## src/rtl/plca_rx_cmd_decode.sv

```systemverilog
// PLCA receive command decoder: qualifies BEACON/COMMIT encodings on the
// MII receive path, tracks frames, and counts accepted BEACONs.
//
// Ports:
//   RX_CLK      in   sole clock, rising edge
//   reset       in   asynchronous active-high reset
//   plca_en     in   0 forces the idle state and outputs
//   RX_DV       in   MII receive data valid
//   RX_ER       in   MII receive error / extension
//   RXD[3:0]    in   MII receive nibble
//   rx_cmd[1:0] out  BEACON=00, COMMIT=01, NONE=10
//   CRS         out  carrier: qualified command or frame present
//   receiving   out  frame in progress
//   beacon_cnt  out  saturating count of BEACON entries
//   dec_state   out  current state (debug)

module plca_rx_cmd_decode #(
  parameter int CMD_QUAL = 2,
  parameter int CMD_HOLD = 1
) (
  input  logic       RX_CLK,
  input  logic       reset,
  input  logic       plca_en,
  input  logic       RX_DV,
  input  logic       RX_ER,
  input  logic [3:0] RXD,
  output logic [1:0] rx_cmd,
  output logic       CRS,
  output logic       receiving,
  output logic [7:0] beacon_cnt,
  output logic [2:0] dec_state
);

  typedef enum logic [2:0] {
    S_IDLE    = 3'd0,
    S_QUAL    = 3'd1,
    S_BEACON  = 3'd2,
    S_COMMIT  = 3'd3,
    S_RECEIVE = 3'd4
  } state_t;

  localparam logic [1:0] C_BEACON = 2'b00;
  localparam logic [1:0] C_COMMIT = 2'b01;
  localparam logic [1:0] C_NONE   = 2'b10;

  localparam logic [3:0] L_QUAL = 4'(CMD_QUAL);
  localparam logic [3:0] L_HOLD = 4'(CMD_HOLD);

  state_t     r_state;
  logic [3:0] r_qual_cnt;
  logic [3:0] r_hold_cnt;
  logic [1:0] r_cand;
  logic [1:0] r_rx_cmd;
  logic       r_crs;
  logic       r_rcv;
  logic [7:0] r_bcnt;

  state_t     w_nstate;
  logic [3:0] w_nqual;
  logic [3:0] w_nhold;
  logic [1:0] w_ncand;
  logic       w_bcn;
  logic       w_cmt;
  logic       w_cmd;
  logic       w_data;
  logic [1:0] w_enc;
  logic [1:0] w_cur;
  logic [3:0] w_qual_inc;
  logic [3:0] w_hold_inc;

  assign w_data = RX_DV;
  assign w_bcn  = !RX_DV && RX_ER && (RXD == 4'h2);
  assign w_cmt  = !RX_DV && RX_ER && (RXD == 4'h3);
  assign w_cmd  = w_bcn || w_cmt;
  assign w_enc  = w_bcn ? C_BEACON : C_COMMIT;
  assign w_cur  = (r_state == S_BEACON) ? C_BEACON : C_COMMIT;

  // counters saturate so they can never wrap
  assign w_qual_inc = (r_qual_cnt == 4'hF) ? r_qual_cnt
                                           : r_qual_cnt + 4'd1;
  assign w_hold_inc = (r_hold_cnt == 4'hF) ? r_hold_cnt
                                           : r_hold_cnt + 4'd1;

  function automatic state_t cmd_state(input logic [1:0] c);
    return (c == C_BEACON) ? S_BEACON : S_COMMIT;
  endfunction

  always_comb begin
    w_nstate = r_state;
    w_nqual  = r_qual_cnt;
    w_nhold  = r_hold_cnt;
    w_ncand  = r_cand;
    unique case (r_state)
      S_IDLE: begin
        if (w_data) begin
          w_nstate = S_RECEIVE;
        end else if (w_cmd) begin
          w_ncand = w_enc;
          if (CMD_QUAL == 1) begin
            w_nstate = cmd_state(w_enc);
          end else begin
            w_nstate = S_QUAL;
            w_nqual  = 4'd1;
          end
        end
      end
      S_QUAL: begin
        if (w_data) begin
          w_nstate = S_RECEIVE;
        end else if (w_cmd && (w_enc == r_cand)) begin
          w_nqual = w_qual_inc;
          if (w_qual_inc >= L_QUAL) begin
            w_nstate = cmd_state(r_cand);
          end
        end else if (w_cmd) begin
          w_ncand = w_enc;
          w_nqual = 4'd1;
        end else begin
          w_nstate = S_IDLE;
        end
      end
      S_BEACON, S_COMMIT: begin
        if (w_data) begin
          w_nstate = S_RECEIVE;
        end else if (w_cmd && (w_enc == w_cur)) begin
          w_nhold = 4'd0;
        end else if (w_cmd) begin
          // direct switch between commands, no requalification
          w_nstate = cmd_state(w_enc);
          w_ncand  = w_enc;
        end else begin
          w_nhold = w_hold_inc;
          if (w_hold_inc >= L_HOLD) begin
            w_nstate = S_IDLE;
          end
        end
      end
      S_RECEIVE: begin
        if (!RX_DV) begin
          if (w_cmd) begin
            w_nstate = S_QUAL;
            w_ncand  = w_enc;
            w_nqual  = 4'd1;
          end else begin
            w_nstate = S_IDLE;
          end
        end
      end
      default: begin
        w_nstate = S_IDLE;
      end
    endcase

    if (!plca_en) begin
      w_nstate = S_IDLE;
      w_nqual  = 4'd0;
      w_nhold  = 4'd0;
      w_ncand  = C_NONE;
    end else if (w_nstate != r_state) begin
      // QUAL entry keeps its freshly loaded count of 1
      w_nhold = 4'd0;
      if (w_nstate != S_QUAL) begin
        w_nqual = 4'd0;
      end
    end
  end

  always_ff @(posedge RX_CLK or posedge reset) begin
    if (reset) begin
      r_state    <= S_IDLE;
      r_qual_cnt <= 4'd0;
      r_hold_cnt <= 4'd0;
      r_cand     <= C_NONE;
    end else begin
      r_state    <= w_nstate;
      r_qual_cnt <= w_nqual;
      r_hold_cnt <= w_nhold;
      r_cand     <= w_ncand;
    end
  end

  // outputs reflect the destination state of each transition
  always_ff @(posedge RX_CLK or posedge reset) begin
    if (reset) begin
      r_rx_cmd <= C_NONE;
      r_crs    <= 1'b0;
      r_rcv    <= 1'b0;
      r_bcnt   <= 8'd0;
    end else begin
      unique case (w_nstate)
        S_BEACON: begin
          r_rx_cmd <= C_BEACON;
          r_crs    <= 1'b1;
          r_rcv    <= 1'b0;
        end
        S_COMMIT: begin
          r_rx_cmd <= C_COMMIT;
          r_crs    <= 1'b1;
          r_rcv    <= 1'b0;
        end
        S_RECEIVE: begin
          r_rx_cmd <= C_NONE;
          r_crs    <= 1'b1;
          r_rcv    <= 1'b1;
        end
        default: begin
          r_rx_cmd <= C_NONE;
          r_crs    <= 1'b0;
          r_rcv    <= 1'b0;
        end
      endcase
      if ((w_nstate == S_BEACON) && (r_state != S_BEACON) &&
          (r_bcnt != 8'hFF)) begin
        r_bcnt <= r_bcnt + 8'd1;
      end
    end
  end

  assign rx_cmd     = r_rx_cmd;
  assign CRS        = r_crs;
  assign receiving  = r_rcv;
  assign beacon_cnt = r_bcnt;
  assign dec_state  = r_state;

endmodule
```

## config.mk

```make
export PLATFORM = sky130hd
export DESIGN_NAME = plca_rx_cmd_decode
export DESIGN_NICKNAME = d
export VERILOG_FILES = /design/src/rtl/plca_rx_cmd_decode.sv
export SDC_FILE = /design/constraint.sdc
export NUM_CORES = 1
export LEC_CHECK = 0
export CAP_MARGIN = 20
export CORE_ASPECT_RATIO = 0.5
export CORE_MARGIN = 2
export CORE_UTILIZATION = 36
export CTS_CLUSTER_SIZE = 25
export DETAILED_ROUTE_END_ITERATION = 7
export HOLD_SLACK_MARGIN = 0.15
export PLACE_DENSITY = 0.6
export SYNTH_ARGS = -nofsm -noshare
export SYNTH_HDL_FRONTEND = slang
export SYNTH_SLANG_ARGS = --single-unit
```

## constraint.sdc

```tcl
create_clock -name RX_CLK -period 2.6 [get_ports RX_CLK]
set_input_delay 0.26 -clock RX_CLK [delete_from_list [all_inputs] [get_ports RX_CLK]]
set_output_delay 0.26 -clock RX_CLK [all_outputs]
set_load 0.01 [all_outputs]
```

======== Yosys cells after proc, flatten, opt, wreduce, memory -nomap -nowiden ========
Index checks and enable logic that the tools add are counted.
word-level totals
  bits in registers ....................... 25
  input port bits ......................... 9
  output and inout port bits .............. 15
  logic and storage cells ................. 101
cells by class
  $add $sub $neg .......................... 3
  order comparisons ....................... 2
  equal/unequal tests ..................... 26
  multiplexer cells ....................... 45
  reductions and logical operators ........ 17
operators with widths
  kind                                                                                 number
  4-bit two-way mux                                                                    15
  3-bit two-way mux                                                                    12
  3-bit inequality test, second input constant                                         5
  2-bit two-way mux                                                                    7
  3-bit by 2-bit == test with 1-bit output, second input constant                      4
  3-bit case mux with 4 select lines                                                   1
  4-bit by 1-bit adder with 4-bit output, second input constant                        2
  8-bit by 1-bit adder with 8-bit output, second input constant                        1
  4-bit by 2-bit == test with 1-bit output, second input constant                      2
  4-bit == test, second input constant                                                 2
  4-bit by 2-bit inequality test with 1-bit output, second input constant              2
  8-bit inequality test, second input constant                                         1
  4-bit case mux with 2 select lines                                                   1
  1-bit logical AND                                                                    7
  1-bit two-way mux                                                                    7
  3-bit == test, second input constant                                                 2
  3-bit by 1-bit inequality test with 1-bit output, second input constant              2
  3-bit by 2-bit inequality test with 1-bit output, second input constant              2
  2-bit case mux with 3 select lines                                                   1
  6-bit AND reduction                                                                  1
  4-bit by 1-bit greater-or-equal comparator with 1-bit output, second input constant  1
  4-bit by 2-bit greater-or-equal comparator with 1-bit output, second input constant  1
  2-bit logical NOT                                                                    2
  2-bit case mux with 2 select lines                                                   1
  10 further kinds                                                                     11

======== Logic depth before layout (Yosys ltp) ========
Gate-level depths: netlist of the first run.
  depth after elaboration ................. 14
  mapped depth ............................ 7
  mapped depth without buffers ............ 7

======== Worst setup path after synthesis of the first run ========
Ideal clock, no wire load.
  path type ............................... reg-to-reg
  from .................................... register r_hold_cnt[0]
  to ...................................... register r_bcnt[1] (netlist: beacon_cnt[1])
  setup time .............................. 128 ps
  arrival ................................. 2231 ps
  data required time ...................... 2472 ps
  slack ................................... 242 ps
  stages on the path, launching flop included .. 8
  path buffers ............................ 0
  clock period less this slack ............ 2358 ps
  path through ............................ dfrtp_1 ha_1 or3b_1 a2111o_1 o21ai_2 nand4_4 nor2_2 mux2_1
between the ends
  cells in the longest elaborated chain, start to end .. 12
  elaborated cells on any way between the ends .. 13
  those cells by class .................... add/sub (1); order compare (1); eq/ne (2); mux (7); reduce/logical (2)
RTL lines
  element                                                                         RTL line  source
  start, declared                                                                 51        logic [3:0] r_hold_cnt;
  start signal, assigned                                                          177       r_hold_cnt <= w_nhold;
  4-bit by 1-bit adder with 4-bit output / 4-bit == test (equally long branches)  82, 81
  4-bit two-way mux (*)                                                           81        assign w_hold_inc = (r_hold_cnt == 4'hF) ? r_hold_cnt
  4-bit by 1-bit greater-or-equal comparator with 1-bit output (*)                133       if (w_hold_inc >= L_HOLD) begin
  3-bit two-way mux (*)                                                           133
  3-bit two-way mux (*)                                                           127       end else if (w_cmd) begin
  3-bit two-way mux (*)                                                           125       end else if (w_cmd && (w_enc == w_cur)) begin
  3-bit two-way mux (*)                                                           123       if (w_data) begin
  3-bit case mux with 4 select lines (*)                                          93        unique case (r_state)
  3-bit two-way mux (*)                                                           154       if (!plca_en) begin
  3-bit by 2-bit == test with 1-bit output (*)                                    212       if ((w_nstate == S_BEACON) && (r_state != S_BEACON) &&
  1-bit logical AND (*) (2 in series)                                             212
  end signal, assigned                                                            214       r_bcnt <= r_bcnt + 8'd1;
  end, declared                                                                   56        logic [7:0] r_bcnt;
Mark *: on every way between the ends. The rest lies on a longest branch, timed or not.
A chain may end at the register's enable or synchronous reset.

======== Worst setup path in the final report of the first run ========
  from .................................... register r_hold_cnt[1]
  to ...................................... register r_bcnt[5] (netlist: beacon_cnt[5])
The elaborated chain is that of the path after synthesis.

==> results.txt, run 1 <==
The run finished with clean final reports. The clock insertion delay at the later pin of the skew report came out at 0.27 ns. The worst voltage drop across the vdd grid is between 150 and 200 uV. Compared with the post-synthesis result, the final layout area differs by 28.67%. No sink is reached through more buffers than the 2 on the longest clock path.

TritonCTS built the clock tree. The number of cells on the worst reg-to-reg path is 8. The number of ports placed on the die boundary is 24. Counting tap cells, the placed design contains a total of 250 instances. The floorplan step defined a core boundary enclosing 4044 sq um. The total congestion overflow came out at 0. The largest clock skew in the final design came out at between 0.0015 and 0.002 ns. The routed layout has about 1400 vias.

When the netlist entered floorplanning its net count stood at 177. The critical path in this run is classified as register to register. The floorplan die height came out at slightly above 50 microns. The number of buffers created by CTS came out at 3. The share of flip-flops with an asynchronous set or reset is 100.0%. The global router's overall resource usage came out at 15.96%. The fmax is roughly 0.4 GHz. The leakage power total is 0.8223 nW. The number of antenna violations at the first check in global routing came to 0. The period utilization is a little over nine tenths. The endpoint of the lowest-slack register-to-register path is beacon_cnt[5]. Summing internal, switching and leakage power gives between 600 and 700 uW. On the final layout, the worst hold slack is 0.3343 ns.

The number of max-slew violations in the final report came out at 0. The fraction of layout instances using a drive strength above 1 is between 10% and 20%. The number of register bits inferred by synthesis came out at 25.

Dividing the detail-routed via count by the number of cells gives 5.598. The number of design rule violations left after detail routing is 0. The die width is around 97 microns. Synthesis produced between 150 and 200 cells. The detailed router finished its first iteration with approximately 110 violations.

The final-report setup violation count came out at 0. The maximum number of pins on one net before global-route repair is 26. In this run the worst path has a maximum fanout of 5. The clock net in this run drives a total of 25 sinks. The arrival time at the worst endpoint is ~2.7 ns. The number of filler instances in the final layout came out at between 300 and 400.

Once detailed placement completed, the half-perimeter wirelength came to between 2000 and 3000 microns. In this run the critical register-to-register path is launched from r_hold_cnt[1]. The data required time at the worst endpoint is about 2.8 ns. The total wire length after detailed routing is 3816 microns.

In the layout the commonest cells are 23 x dfrtp_1, 23 x clkdlybuf4s50_1, 14 x a21oi_1, 14 x nand2_1, 14 x buf_4. The share of the synthesized area in the top cell type came out at a little under two fifths. The worst path setup slack after routing is around 0.098 ns.

The area after detailed placement came out at between 1500 and 2000 sq um. The actual transition at the worst max-transition pin is ~0.46 ns. The tool flagged a number of max-cap violations equal to 0. The worst pin sits at a relative slew slack of 69.22%. The count of inserted antenna diode cells came out at 0. The overall die area came out at between 4000 and 5000 sq um. The worst setup path is launched from a register. The warning count from the yosys run came out at 0. A synthesized cell averages 9.494 sq um.

The first detailed-routing pass ran for 4 iterations. Before CTS, the worst setup slack after placement is 0.1012 ns. The path class of the tightest hold or removal check is primary input to asynchronous set/reset pin. The fraction of the core area covered by cells at the end of the flow came out at roughly 50%.

The post-route cell area came out at 2016 sq um. The cell area after technology mapping is roughly 1600 sq um. The placer's final routability congestion estimate is 0.8362. The minimum clock period after layout is about 2.5 ns. The number of global-route vias before repair came to 1352. The commonest register cell after synthesis is dfrtp_1. The synthesized netlist contains 55 unique library cells.

In this run the number of H-tree levels came out at 1. The biggest area contributor in the post-synthesis netlist is dfrtp_1. The number of hold-slack violations in the final timing report was 0. Setup slack on the worst reg-to-reg path comes out at slightly below 0.1 ns. The count of flip-flops with a built-in enable after synthesis came out at 0.

The average detailed-routed wire length per instance is between 10 and 15 microns. Power spread over the standard cell area amounts to ~340 nW/um^2. The number of nets in the final layout is between 200 and 250. The count of nets left with antenna violations once routing finished came out at 0. The worst setup path is captured at a register. The final-layout setup total negative slack is 0 ns. The initial standard-cell utilization of the core is 38.74%. The first global-routing pass estimated between 6000 and 7000 microns of wire. In this run the core area contains 16 standard-cell rows. The clock-pin slew of the registers on the worst-case setup and hold paths is 0.09 ns. The number of standard cells in the layout, taps in and fillers out is roughly 260. The hold buffer count at CTS is 0. During placement, the flow inserted port buffers numbering 23. Yosys attributes the largest share of cell area to dfrtp_1 37%, a21oi_1 4.5%, xor2_1 4.5%. After synthesis, flip-flops and latches occupy between 40 and 50% of the total area. Clock tree synthesis selected as its root buffer the cell clkbuf_8.
-- critical path, stage by stage, from the launching register on --
cell and delay (ns):
dfrtp_1 0.43, ha_1 0.31, or3b_1 0.40, a2111o_1 0.42, o21ai_2 0.13, nand4_4 0.17
buf_4 0.20, nor4_2 0.18, xor2_1 0.17
-- power breakdown --
| part | switching [mW] | leakage, nW | internal [mW] |
|---|---|---|---|
| Clock | 0.121 | 0.0228 | 0.110 |
| Sequential | 0.00330 | 0.339 | 0.392 |
| Combinational | 0.0319 | 0.460 | 0.0298 |
| Total | 0.156 | 0.822 | 0.531 |
-- metal layers --
layer | global-route usage [%] | part of all wire [%] | vias to the layer above
met2 | 26.85 | 46 | 31
met1 | 21.80 | 50 | 708
li1 | - | - | 692
met5 | 0 | 0 | -
met4 | 3.472 | 0.52 | 0
met3 | 2.925 | 3.2 | 2
-- timing repair --
action / CTS / global route
resized for setup: 0 / 4
buffers inserted: 0 / 2
setup endpoints to repair: 0 / 7
-- sequential cells by signal, indices dropped and copies added (netlist names) --
| register | count |
|---|---|
| beacon_cnt | 8 |
| r_hold_cnt | 4 |
| r_qual_cnt | 4 |
| dec_state | 3 |
| r_cand | 2 |
| rx_cmd | 2 |
| CRS | 1 |
| receiving | 1 |
-- cells in the mapped netlist, types with 3 or more instances --
cell type	n
inv_1	4
dfrtp_1	23
a21oi_1	14
o21ai_0	10
nand2b_1	3
a31oi_1	4
nor3_1	3
xor2_1	8
and3_1	3
nor3b_1	3
nor4_2	3
nand3b_1	5
nand3_1	8
ha_1	3
nor2_1	6
nand2_1	14
-- how the worst max path moves through the flow --
stage / slack, ns / from / depth (start not counted) / end
2_1_floorplan: 0.24 / r_hold_cnt[0] / 7 / beacon_cnt[1]
3_3_place_gp: 0.12 / RXD[2] / 7 / beacon_cnt[1]
3_5_place_dp: 0.10 / r_qual_cnt[0] / 7 / r_hold_cnt[2]
4_1_cts: 0.06 / r_qual_cnt[0] / 7 / r_hold_cnt[2]
5_1_grt: -0.006 / r_hold_cnt[1] / 8 / beacon_cnt[6]
6_report: 0.1 / r_hold_cnt[1] / 8 / beacon_cnt[5]
-- logic make-up after synthesis --
logic type / count (synthesis) / synth area share [%]
buffers and inverters: 8 / 2.156
AO/OA/AOI/OAI: 47 / 19.17
AND/OR/NAND/NOR: 70 / 29.23
multiplexers: 2 / 1.358
XOR/XNOR: 10 / 5.591
flip-flops: 25 / 40.10
adder cells (fa/ha/maj): 3 / 2.396
-- area by class of cell --
class | instances | area, sq um | share of cell area (%)
multi-input cells | 132 | 924.6 | 45.87
repair buffers | 37 | 335.3 | 16.64
clock buffers | 4 | 45.04 | 2.235
inverters | 4 | 15.01 | 0.7449
flip-flops and latches | 25 | 628.1 | 31.16
well taps | 54 | 67.56 | 3.352
Power figures use the tool's default switching activity.
==> run 2: changes to the inputs <==
- CTS_CLUSTER_SIZE: 25 -> 28
==> results of run 2 <==
Same layout as run 1: the final DEF is identical, and so are final timing and power.
